`src/rtl/fifo_byte_drain.sv`:
```
`default_nettype none
// ============================================================================
// Module   : fifo_byte_drain
// Purpose  : Pops 32-bit words from a 4-deep push/pop FIFO and streams each
//            one out as four bytes over a valid/ready byte interface.
// Revision : 1.0 - initial release
// ============================================================================
module fifo_byte_drain #(
  parameter bit MSB_FIRST = 1'b1,
  parameter int CNT_WIDTH = 16
) (
  input  logic                 clk,
  input  logic                 reset,
  input  logic                 enable,
  input  logic                 fifo_empty,
  input  logic [31:0]          fifo_data,
  output logic                 fifo_pop,
  output logic [7:0]           byte_out,
  output logic                 byte_valid,
  input  logic                 byte_ready,
  output logic                 busy,
  output logic [CNT_WIDTH-1:0] words_sent
);

  localparam logic [1:0] S_IDLE = 2'd0;
  localparam logic [1:0] S_POP  = 2'd1;
  localparam logic [1:0] S_SEND = 2'd2;

  localparam logic [CNT_WIDTH-1:0] c_cnt_one = {{(CNT_WIDTH-1){1'b0}}, 1'b1};

  logic [1:0]           r_state;
  logic [31:0]          r_word;
  logic [1:0]           r_idx;
  logic [CNT_WIDTH-1:0] r_words;
  logic [1:0]           w_lane;

  // Word launch, byte stepping and completed-word counting.
  // The head word is captured at the launching IDLE edge, so the FIFO
  // contents are irrelevant while the pop strobe is out.
  always_ff @(posedge clk) begin
    if (reset) begin
      r_state <= S_IDLE;
      r_word  <= '0;
      r_idx   <= '0;
      r_words <= '0;
    end else begin
      case (r_state)
        S_IDLE: begin
          if (enable && !fifo_empty) begin
            r_word  <= fifo_data;
            r_idx   <= 2'd0;
            r_state <= S_POP;
          end
        end
        S_POP: begin
          r_state <= S_SEND;
        end
        S_SEND: begin
          if (byte_ready) begin
            if (r_idx == 2'd3) begin
              r_words <= r_words + c_cnt_one;
              r_state <= S_IDLE;
            end else begin
              r_idx <= r_idx + 2'd1;
            end
          end
        end
        default: begin
          r_state <= S_IDLE;
        end
      endcase
    end
  end

  // Map byte index to a byte lane of the held word according to send order.
  always_comb begin
    w_lane = MSB_FIRST ? (2'd3 - r_idx) : r_idx;
  end

  // Present the selected lane while sending; idle value is zero.
  always_comb begin
    byte_out = 8'h00;
    if (r_state == S_SEND) begin
      case (w_lane)
        2'd0:    byte_out = r_word[7:0];
        2'd1:    byte_out = r_word[15:8];
        2'd2:    byte_out = r_word[23:16];
        default: byte_out = r_word[31:24];
      endcase
    end
  end

  // Handshake and status strobes are pure state decodes.
  always_comb begin
    fifo_pop   = (r_state == S_POP);
    byte_valid = (r_state == S_SEND);
    busy       = (r_state != S_IDLE);
  end

  assign words_sent = r_words;

endmodule
`default_nettype wire

```
`config.mk`:
```
export PLATFORM = sky130hd
export DESIGN_NAME = fifo_byte_drain
export DESIGN_NICKNAME = d
export VERILOG_FILES = /design/src/rtl/fifo_byte_drain.sv
export SDC_FILE = /design/constraint.sdc
export NUM_CORES = 1
export LEC_CHECK = 0
export CORE_MARGIN = 2
export CORE_UTILIZATION = 35
export DETAILED_ROUTE_END_ITERATION = 7
export SLEW_MARGIN = 20
export SYNTH_ARGS = -nofsm -noshare
export SYNTH_HDL_FRONTEND = slang
export SYNTH_SLANG_ARGS = --single-unit
```
`constraint.sdc`:
```
create_clock -name clk -period 1.75 [get_ports clk]
set_input_delay 0.35 -clock clk [delete_from_list [all_inputs] [get_ports clk]]
set_output_delay 0.35 -clock clk [all_outputs]
set_load 0.02 [all_outputs]
```
==> qor.yml, run 1 <==
run_status: "complete, but fails checks"
violations: "negative setup slack"
clockPowerShare: 0.310
cp.arrival_ns: 1.70
grt_overflow_total: 0
clk_pin_slew_ns: 0.09
maxCapViolCount: 0
clkLatencyLatePin_ns: 0.30
met3_usage: 0.0356
p_leak_uw: 0.00129
die_w_um: 85.9
grt.busiest_layer: "met1"
crit_required_ns: 1.40
setup_viol_count_final: 10
holdWs_ns: 0.447
fin_skew_ns: 0.00468
avgRoutedWirePerCell_um: 13.5
swShare: 0.235
post-route-period-util: 1.17
grtUsageMet1: 0.250
cp-start-kind: "flip-flop"
p_comb_frac: 0.124
place.port_buffers: 63
layout_setup_ws_ns: -0.300
nFillCells: 616
multi_input_area_um2: 1300
cts_htree_levels: 2
synth_area_leader_cell: "dfxtp_1"
period_needed_ns: 2.05
syn_nets: 334
gp_congestion: 0.833
placedCellCount: 429
place_hpwl_mm: 4.15
clockBufferDepth: 2
clock.fmax_ghz: 0.488
synth-edff-count: 0
rows: 29
fp.dieArea_um2: 7380
cts_sinks: 52
drtAntennaViolNets: 0
cts_made_buffers: 5
first_global_vias: 2018
synth.area.top_cells: "dfxtp_1, nand2_1, a21oi_1"
antenna_found_initial: 0
finalHoldViolCount: 0
root_buffer: "clkbuf_8"
start_util: 0.365
netlist_instances: 292
p_int_uw: 1680
p_seq_frac: 0.566
fp.dieH_um: 85.9
p_sw_uw: 517
slew_headroom: 0.781
netlist.area_leader.share: 0.443
layout.cells.non_filler: 443
ys_ff_latch: 52
endpoint_kind: "output pin"
yosysWarnings: 0
cts_tree: "built"
pin_count: 64
vias: 2263
remaining_drc_errors: 0
hold_path_class: "primary input to flip-flop"
syn_to_final_growth_pct: 45.8
async_flop_share: 0
gr-usage-met2: 0.239
syn-mean-instance-area_um2: 8.04
insertedDiodeCount: 0
drtPass1Iterations: 7
drt-vias-per-instance: 5.11
layout-drive-gt1-share: 0.205
core-area_um2: 6420
ys_types: 37
final_nets: 408
worst_pin_slew_ns: 0.328
rsz0062_at_grt: "yes"
drt_iter0_drc: 211
grt_usage: 0.167
ys_seq_area_frac: 0.443
regArea_um2: 1050
synth_top_flop_cell: "dfxtp_1"
worstPathMaxFanout: 6
netlist_area_um2: 2350
p_per_area_nw_per_um2: 642
ir_worst_vdd_uv: 250
crit_type: "flip-flop to output pin"
grt_max_degree: 49
routed_wl_mm: 5.99
grt_pass1_wl_mm: 9.78
slew_violations: 0
power by group through the flow:
stage          clock network, µW  logic (µW)  registers [µW]
4_1_cts                      714         273            1240
6_report                     682         272            1240
2_1_floorplan                  0         128            1260
3_5_place_dp                   0         273            1270
5_1_grt                      767         299            1250
3_3_place_gp                   0         270            1270
worst max-delay path, cell delays in order (launching register included):
cell	delay (ns)
dfxtp_4	0.38
ha_4	0.19
buf_6	0.13
a222oi_1	0.30
nor2_1	0.08
a21oi_1	0.15
nor2_2	0.05
buf_6	0.12
timing repair:
item,CTS,global route
gates resized for setup,64,26
setup endpoints to repair,26,15
hold buffers,0,0
pin swaps,7,19
setup buffers,3,5
logic make-up after synthesis:
group | share of synthesized area
AO/OA/AOI/OAI | 0.140
XOR/XNOR | 0.0298
adder cells (fa/ha/maj) | 0.0267
buffers and inverters | 0.0490
flip-flops | 0.443
multiplexers | 0.0283
AND/OR/NAND/NOR | 0.283
path summary, 6_finish.rpt:
check             startpoint        endpoint  slack, ns  cells past startpoint
setup / recovery    r_idx[0]     byte_out[7]      -0.30                      7
hold reg to reg   r_word[10]      r_word[10]       0.46                      2
hold / removal         reset  words_sent[13]       0.45                      3
setup reg to reg    r_idx[1]   words_sent[3]      -0.02                      8
cell usage after synthesis, drive strengths merged (2+ instances only):
cell type / number
mux2: 5
nand4: 4
ha: 5
clkbuf: 8
nor3: 2
nor2b: 5
xnor2: 4
and2: 2
nand3: 8
o21ai: 2
a222oi: 8
dfxtp: 52
nor2: 34
buf: 12
and3: 2
nand2: 70
xor2: 4
or3b: 2
inv: 3
or3: 2
a21oi: 46
registers in the layout, summed over array words and instances, names as in the netlist:
name	count
r_idx	2
r_state	2
r_word	32
words_sent	16
stage by stage:
step / total power (µW) / setup TNS (ns) / worst slack [ns] / utilization / cell area (µm²)
after floorplan: 1390 / 0 / 0.0192 / - / 2370
after global placement: 1540 / -5.81 / -0.445 / 0.493 / 3170
after detailed placement: 1550 / -6.56 / -0.480 / 0.493 / 3170
after CTS: 2230 / -1.92 / -0.289 / 0.518 / 3330
after global routing: 2320 / -3.47 / -0.393 / 0.533 / 3420
final: 2200 / -2.02 / -0.300 / 0.533 / 3420
cell usage in the layout, fill, tap and decap left out, types with 3 or more instances in the layout:
master            n
a21oi_1          41
a21oi_2           5
a222oi_1          8
buf_12            4
buf_4            17
buf_6            11
clkbuf_8          6
clkdlybuf4s50_1  47
dfxtp_1          50
dlygate4sd2_1     3
ha_4              3
mux2_2            3
nand2_1          70
nand3_1           6
nand4_1           4
nor2_1           26
nor2_2            8
nor2b_1           5
xnor2_1           4
xor2_1            4
metal layers:
metal,routed length (µm),part of all wire,vias up
met1,2920,0.49,1050
met3,374,0.062,7
met2,2620,0.44,73
met5,0,0,-
li1,-,-,1133
met4,72,0.012,0
cell type report:
class / instances / share of cell area
Inverter: 3 / 0.00402
Clock buffer: 6 / 0.0241
Clock inverter: 1 / 0.00256
Timing Repair Buffer: 87 / 0.255
Multi-Input combinational cell: 217 / 0.380
Sequential cell: 52 / 0.306
Tap cell: 77 / 0.0281
Power figures use the tool's default switching activity.
==> inputs of run 2 (changes only) <==
Clock period 1.75 ns to 2.05 ns, I/O delays scaled along.
==> run 2 against run 1 <==
Compared with the run above: largest power group unchanged; count of clock-buffer cells in the layout unchanged; sequential share of layout area grew 1.2 points; core utilization fell by 2.0 points; final area fell by 3.7%; the run ends with design-rule violations, negative setup slack left; combinational power is 19% lower; final cell count is 1.4% lower.
==> qor.yml, run 2 (synthesis results as in run 1) <==
run_status: "complete, but fails checks"
violations: "design-rule violations, negative setup slack"
die_w_um: 85.9
placedCellCount: 427
clk_pin_slew_ns: 0.09
finalPower_uw: 1980
slew_headroom: 0.714
post-route-period-util: 1.02
pin_count: 64
hold_start: "r_word[10]"
syn_to_final_growth_pct: 40.4
start_util: 0.365
endpoint_kind: "output pin"
remaining_drc_errors: 2
p_per_area_nw_per_um2: 600
vias: 2181
regArea_um2: 1050
hold_buffers: 0
setup_viol_count_final: 3
maxCapViolCount: 0
drt-vias-per-instance: 4.99
worstPathMaxFanout: 9
layout_setup_ws_ns: -0.0459
routed_wl_mm: 5.72
r2r_start: "r_idx[0]"
cts_tree: "built"
fin_tns_setup_ns: -0.105
insertedDiodeCount: 0
grt_overflow_total: 0
root_buffer: "clkbuf_8"
holdPathEnd: "r_word[10]"
cp-start-kind: "flip-flop"
gp_congestion: 0.800
worst_pin_slew_ns: 0.429
crit_type: "flip-flop to output pin"
p_leak_uw: 0.00124
clock.fmax_ghz: 0.477
core-area_um2: 6420
antenna_found_initial: 0
cp.arrival_ns: 1.69
avgRoutedWirePerCell_um: 13.1
rsz0062_at_grt: "yes"
fp.dieH_um: 85.9
finalHoldViolCount: 0
rows: 29
grt_usage: 0.164
cts_htree_levels: 2
fp.dieArea_um2: 7380
clkLatencyLatePin_ns: 0.31
grt_pass1_wl_mm: 9.65
final_nets: 401
startpoint: "r_idx[0]"
multi_input_area_um2: 1250
layout_commonest_cell: "nand2_1"
largest_reg_flops: 32
place_hpwl_mm: 4.18
drtAntennaViolNets: 0
top_register: "r_word"
fin_skew_ns: 0.00573
reg2reg_to: "words_sent[15]"
cts_made_buffers: 5
crit_required_ns: 1.64
cts_sinks: 52
grt_max_degree: 34
hold_path_class: "flip-flop to flip-flop"
first_global_vias: 2041
final_cell_mix: "nand2_1, clkdlybuf4s50_1, dfxtp_1"
final_core_util: 0.513
layout.cells.non_filler: 437
slew_violations: 0
drtPass1Iterations: 8
drt_iter0_drc: 126
whs_path_depth: 2
nFillCells: 627
period_needed_ns: 2.10
clockBufferDepth: 2
reg2reg_slack_ns: 0.24
layout-drive-gt1-share: 0.136
reg2reg_depth: 6
ir_worst_vdd_uv: 321
place.port_buffers: 63
## run 2: cell count changes in the layout (fill, tap and decap cells not counted), moves of 4 or more
cell	delta
a21oi_2	-5
nor2_1	+8
buf_6	-10
nor2_2	-8
buf_4	+4
clkdlybuf4s50_1	+4
a21oi_1	+5
## run 2: worst max-delay path: stages, from the launching register on
cell and delay (ns):
dfxtp_4 0.38, ha_4 0.20, a222oi_1 0.39, nor2_1 0.08, a21oi_1 0.12, nor2_1 0.05, buf_4 0.15
## run 2: worst max-delay path by stage
stage,end,slack [ns],cells after the start
3_3_place_gp,byte_out[0],-0.21,6
5_1_grt,byte_out[0],-0.13,6
2_1_floorplan,byte_out[5],0.21,6
4_1_cts,byte_out[0],-0.06,7
6_report,byte_out[5],-0.05,6
3_5_place_dp,byte_out[0],-0.24,7
## run 2: final cells by class
class                      instances  area share
multi-input combinational        217       0.380
sequential                        52       0.318
timing repair buffer              80       0.236
tap                               77      0.0292
clock buffer                       6      0.0220
clock inverter                     2      0.0106
inverter                           3     0.00418
## run 2: per-stage QoR
step,instance area (µm²),hold WS [ns],worst slack (ns)
after floorplan,2350,0.436,0.206
after global placement,3120,0.445,-0.211
after detailed placement,3120,0.447,-0.237
after global routing,3300,0.479,-0.129
after CTS,3280,0.461,-0.0557
final,3300,0.459,-0.0459
## run 2: timing repair
action,CTS,global route
setup endpoints to repair,9,10
cloned,0,0
pin swaps,9,9
resized for setup,55,6
buffers inserted,2,0
## run 2: report_power, final
part           switching, µW  internal (µW)  total, µW
Combinational           99.8            119        219
Clock                    337            363        700
Sequential              20.3           1040       1060
## run 2: metal layers
layer | track usage | wire [µm] | up-vias
li1 | - | - | 1121
met1 | 0.230 | 2770 | 995
met2 | 0.249 | 2560 | 60
met3 | 0.0433 | 321 | 5
met4 | 0.0433 | 65 | 0
met5 | 0 | 0 | -
==> inputs of run 3 (changes only) <==
Settings changed: CORE_MARGIN 2 to 3.
==> run 3 against run 2 <==
Compared with the run above: non-clock buffer count decreased by 1; the flow finishes with violations (negative setup slack); largest power group unchanged; sequential share of layout area grew 0.21 points; clock skew grew 0.00066 ns; register-to-register slack about the same; critical endpoint is now byte_out[1]; combinational power about the same; setup slack got worse by 0.015 ns.
==> qor.yml, run 3 (synthesis results as in run 1) <==
run_status: "complete, but fails checks"
violations: "negative setup slack"
clockPowerShare: 0.351
start_util: 0.365
drtPass1Iterations: 4
drtAntennaViolNets: 0
cts_sinks: 52
final_nets: 400
remaining_drc_errors: 0
place_hpwl_mm: 4.29
fp.dieH_um: 87.9
layout_setup_ws_ns: -0.0609
dpl_cell_area_um2: 3110
hold_buffers: 0
p_leak_uw: 0.00123
syn_to_final_growth_pct: 39.5
max_stage_delay_ns: 0.38
grt_overflow_total: 0
antenna_found_initial: 0
p_seq_frac: 0.538
worst_pin_slew_ns: 0.353
cp-start-kind: "flip-flop"
slew_violations: 0
slew_headroom: 0.765
worst_path_most_repeated_cell: "buf_6"
crit_slowest_cell: "dfxtp_4"
swShare: 0.229
cp.arrival_ns: 1.70
maxCapViolCount: 0
fin_skew_ns: 0.00639
post-route-period-util: 1.03
first_global_vias: 1953
final_cell_mix: "nand2_1, clkdlybuf4s50_1, dfxtp_1"
p_per_area_nw_per_um2: 602
routed_wl_mm: 5.81
largest_reg_flops: 32
worstPathMaxFanout: 8
rows: 29
clkLatencyLatePin_ns: 0.30
pin_count: 64
critPathTopFamily: "compound AO/OA/AOI/OAI gates"
drt-vias-per-instance: 5.03
gp_congestion: 0.787
clock.fmax_ghz: 0.474
p_comb_frac: 0.111
holdWs_ns: 0.461
grt_max_degree: 34
grt_pass1_wl_mm: 9.44
hold_path_class: "flip-flop to flip-flop"
die_w_um: 87.9
ir_worst_vdd_uv: 256
root_buffer: "clkbuf_8"
period_needed_ns: 2.11
grt_usage: 0.153
place.port_buffers: 63
cts_made_buffers: 5
core-area_um2: 6420
cts_htree_levels: 2
endpoint_kind: "output pin"
clockBufferDepth: 2
insertedDiodeCount: 0
fp.dieArea_um2: 7720
dpl_worst_slack_ns: -0.226
final_core_util: 0.510
crit_chain: "buf_6 -> ha_4 -> a222oi_1 -> nor2_1 -> a21oi_2 -> nor2_2 -> buf_6"
avgRoutedWirePerCell_um: 13.3
crit_type: "flip-flop to output pin"
vias: 2191
cts_tree: "built"
drt_iter0_drc: 113
clk_pin_slew_ns: 0.09
p_sw_uw: 452
worst-path-buf-inv: 2
top_register: "r_word"
layout-drive-gt1-share: 0.142
p_int_uw: 1520
layout_commonest_cell: "nand2_1"
fin_area_um2: 3270
setup_viol_count_final: 7
finalHoldViolCount: 0
rsz0062_at_grt: "yes"
finalPower_uw: 1970
crit_required_ns: 1.64
nFillCells: 643
-- run 3: path summary, 6_finish.rpt --
kind	startpoint	endpoint	slack [ns]	depth (start not counted)
worst min register to register	r_word[7]	r_word[7]	0.46	2
worst max-delay path	r_idx[1]	byte_out[1]	-0.06	7
worst max register to register	r_idx[0]	words_sent[15]	0.23	6
worst min-delay path	r_word[7]	r_word[7]	0.46	2
-- run 3: metal layers --
layer	wire length, µm	vias to the layer above	share of wire	GRT usage
li1	-	1126	-	-
met1	2750	998	0.47	0.221
met2	2670	62	0.46	0.240
met3	336	5	0.058	0.0263
met4	53	0	0.0091	0.0335
met5	0	-	0	0
-- run 3: power by group through the flow --
| stage | combinational, µW | clock (µW) | sequential [µW] |
|---|---|---|---|
| after floorplan | 106 | 0 | 1080 |
| after global placement | 218 | 0 | 1090 |
| after detailed placement | 220 | 0 | 1090 |
| after CTS | 222 | 717 | 1060 |
| after global routing | 245 | 759 | 1060 |
| final | 218 | 693 | 1060 |
-- run 3: final cells by class --
cell class                 instances  area (µm²)  share of cell area
sequential                        52        1050               0.320
clock inverter                     3        42.5              0.0130
multi-input combinational        217        1250               0.381
inverter                           3        13.8             0.00420
timing repair buffer              79         757               0.231
tap                               77        96.3              0.0294
clock buffer                       5        68.8              0.0210
-- run 3: stage by stage --
step	instances	TNS [ns]
detailed placement	427	-1.68
CTS	436	-0.291
global route	436	-1.05
global placement	427	-1.47
floorplan	292	0
finish	436	-0.178
-- run 3: worst min-delay path, stage by stage (launching register included) --
cell     delay (ns)
dfxtp_1        0.32
nand2_1        0.05
a21oi_1        0.05
-- run 3: timing repair --
action | 4_1_cts | 5_1_grt
pin swaps | 8 | 10
setup buffers | 1 | 0
resized for setup | 48 | 12
setup endpoints to repair | 9 | 10
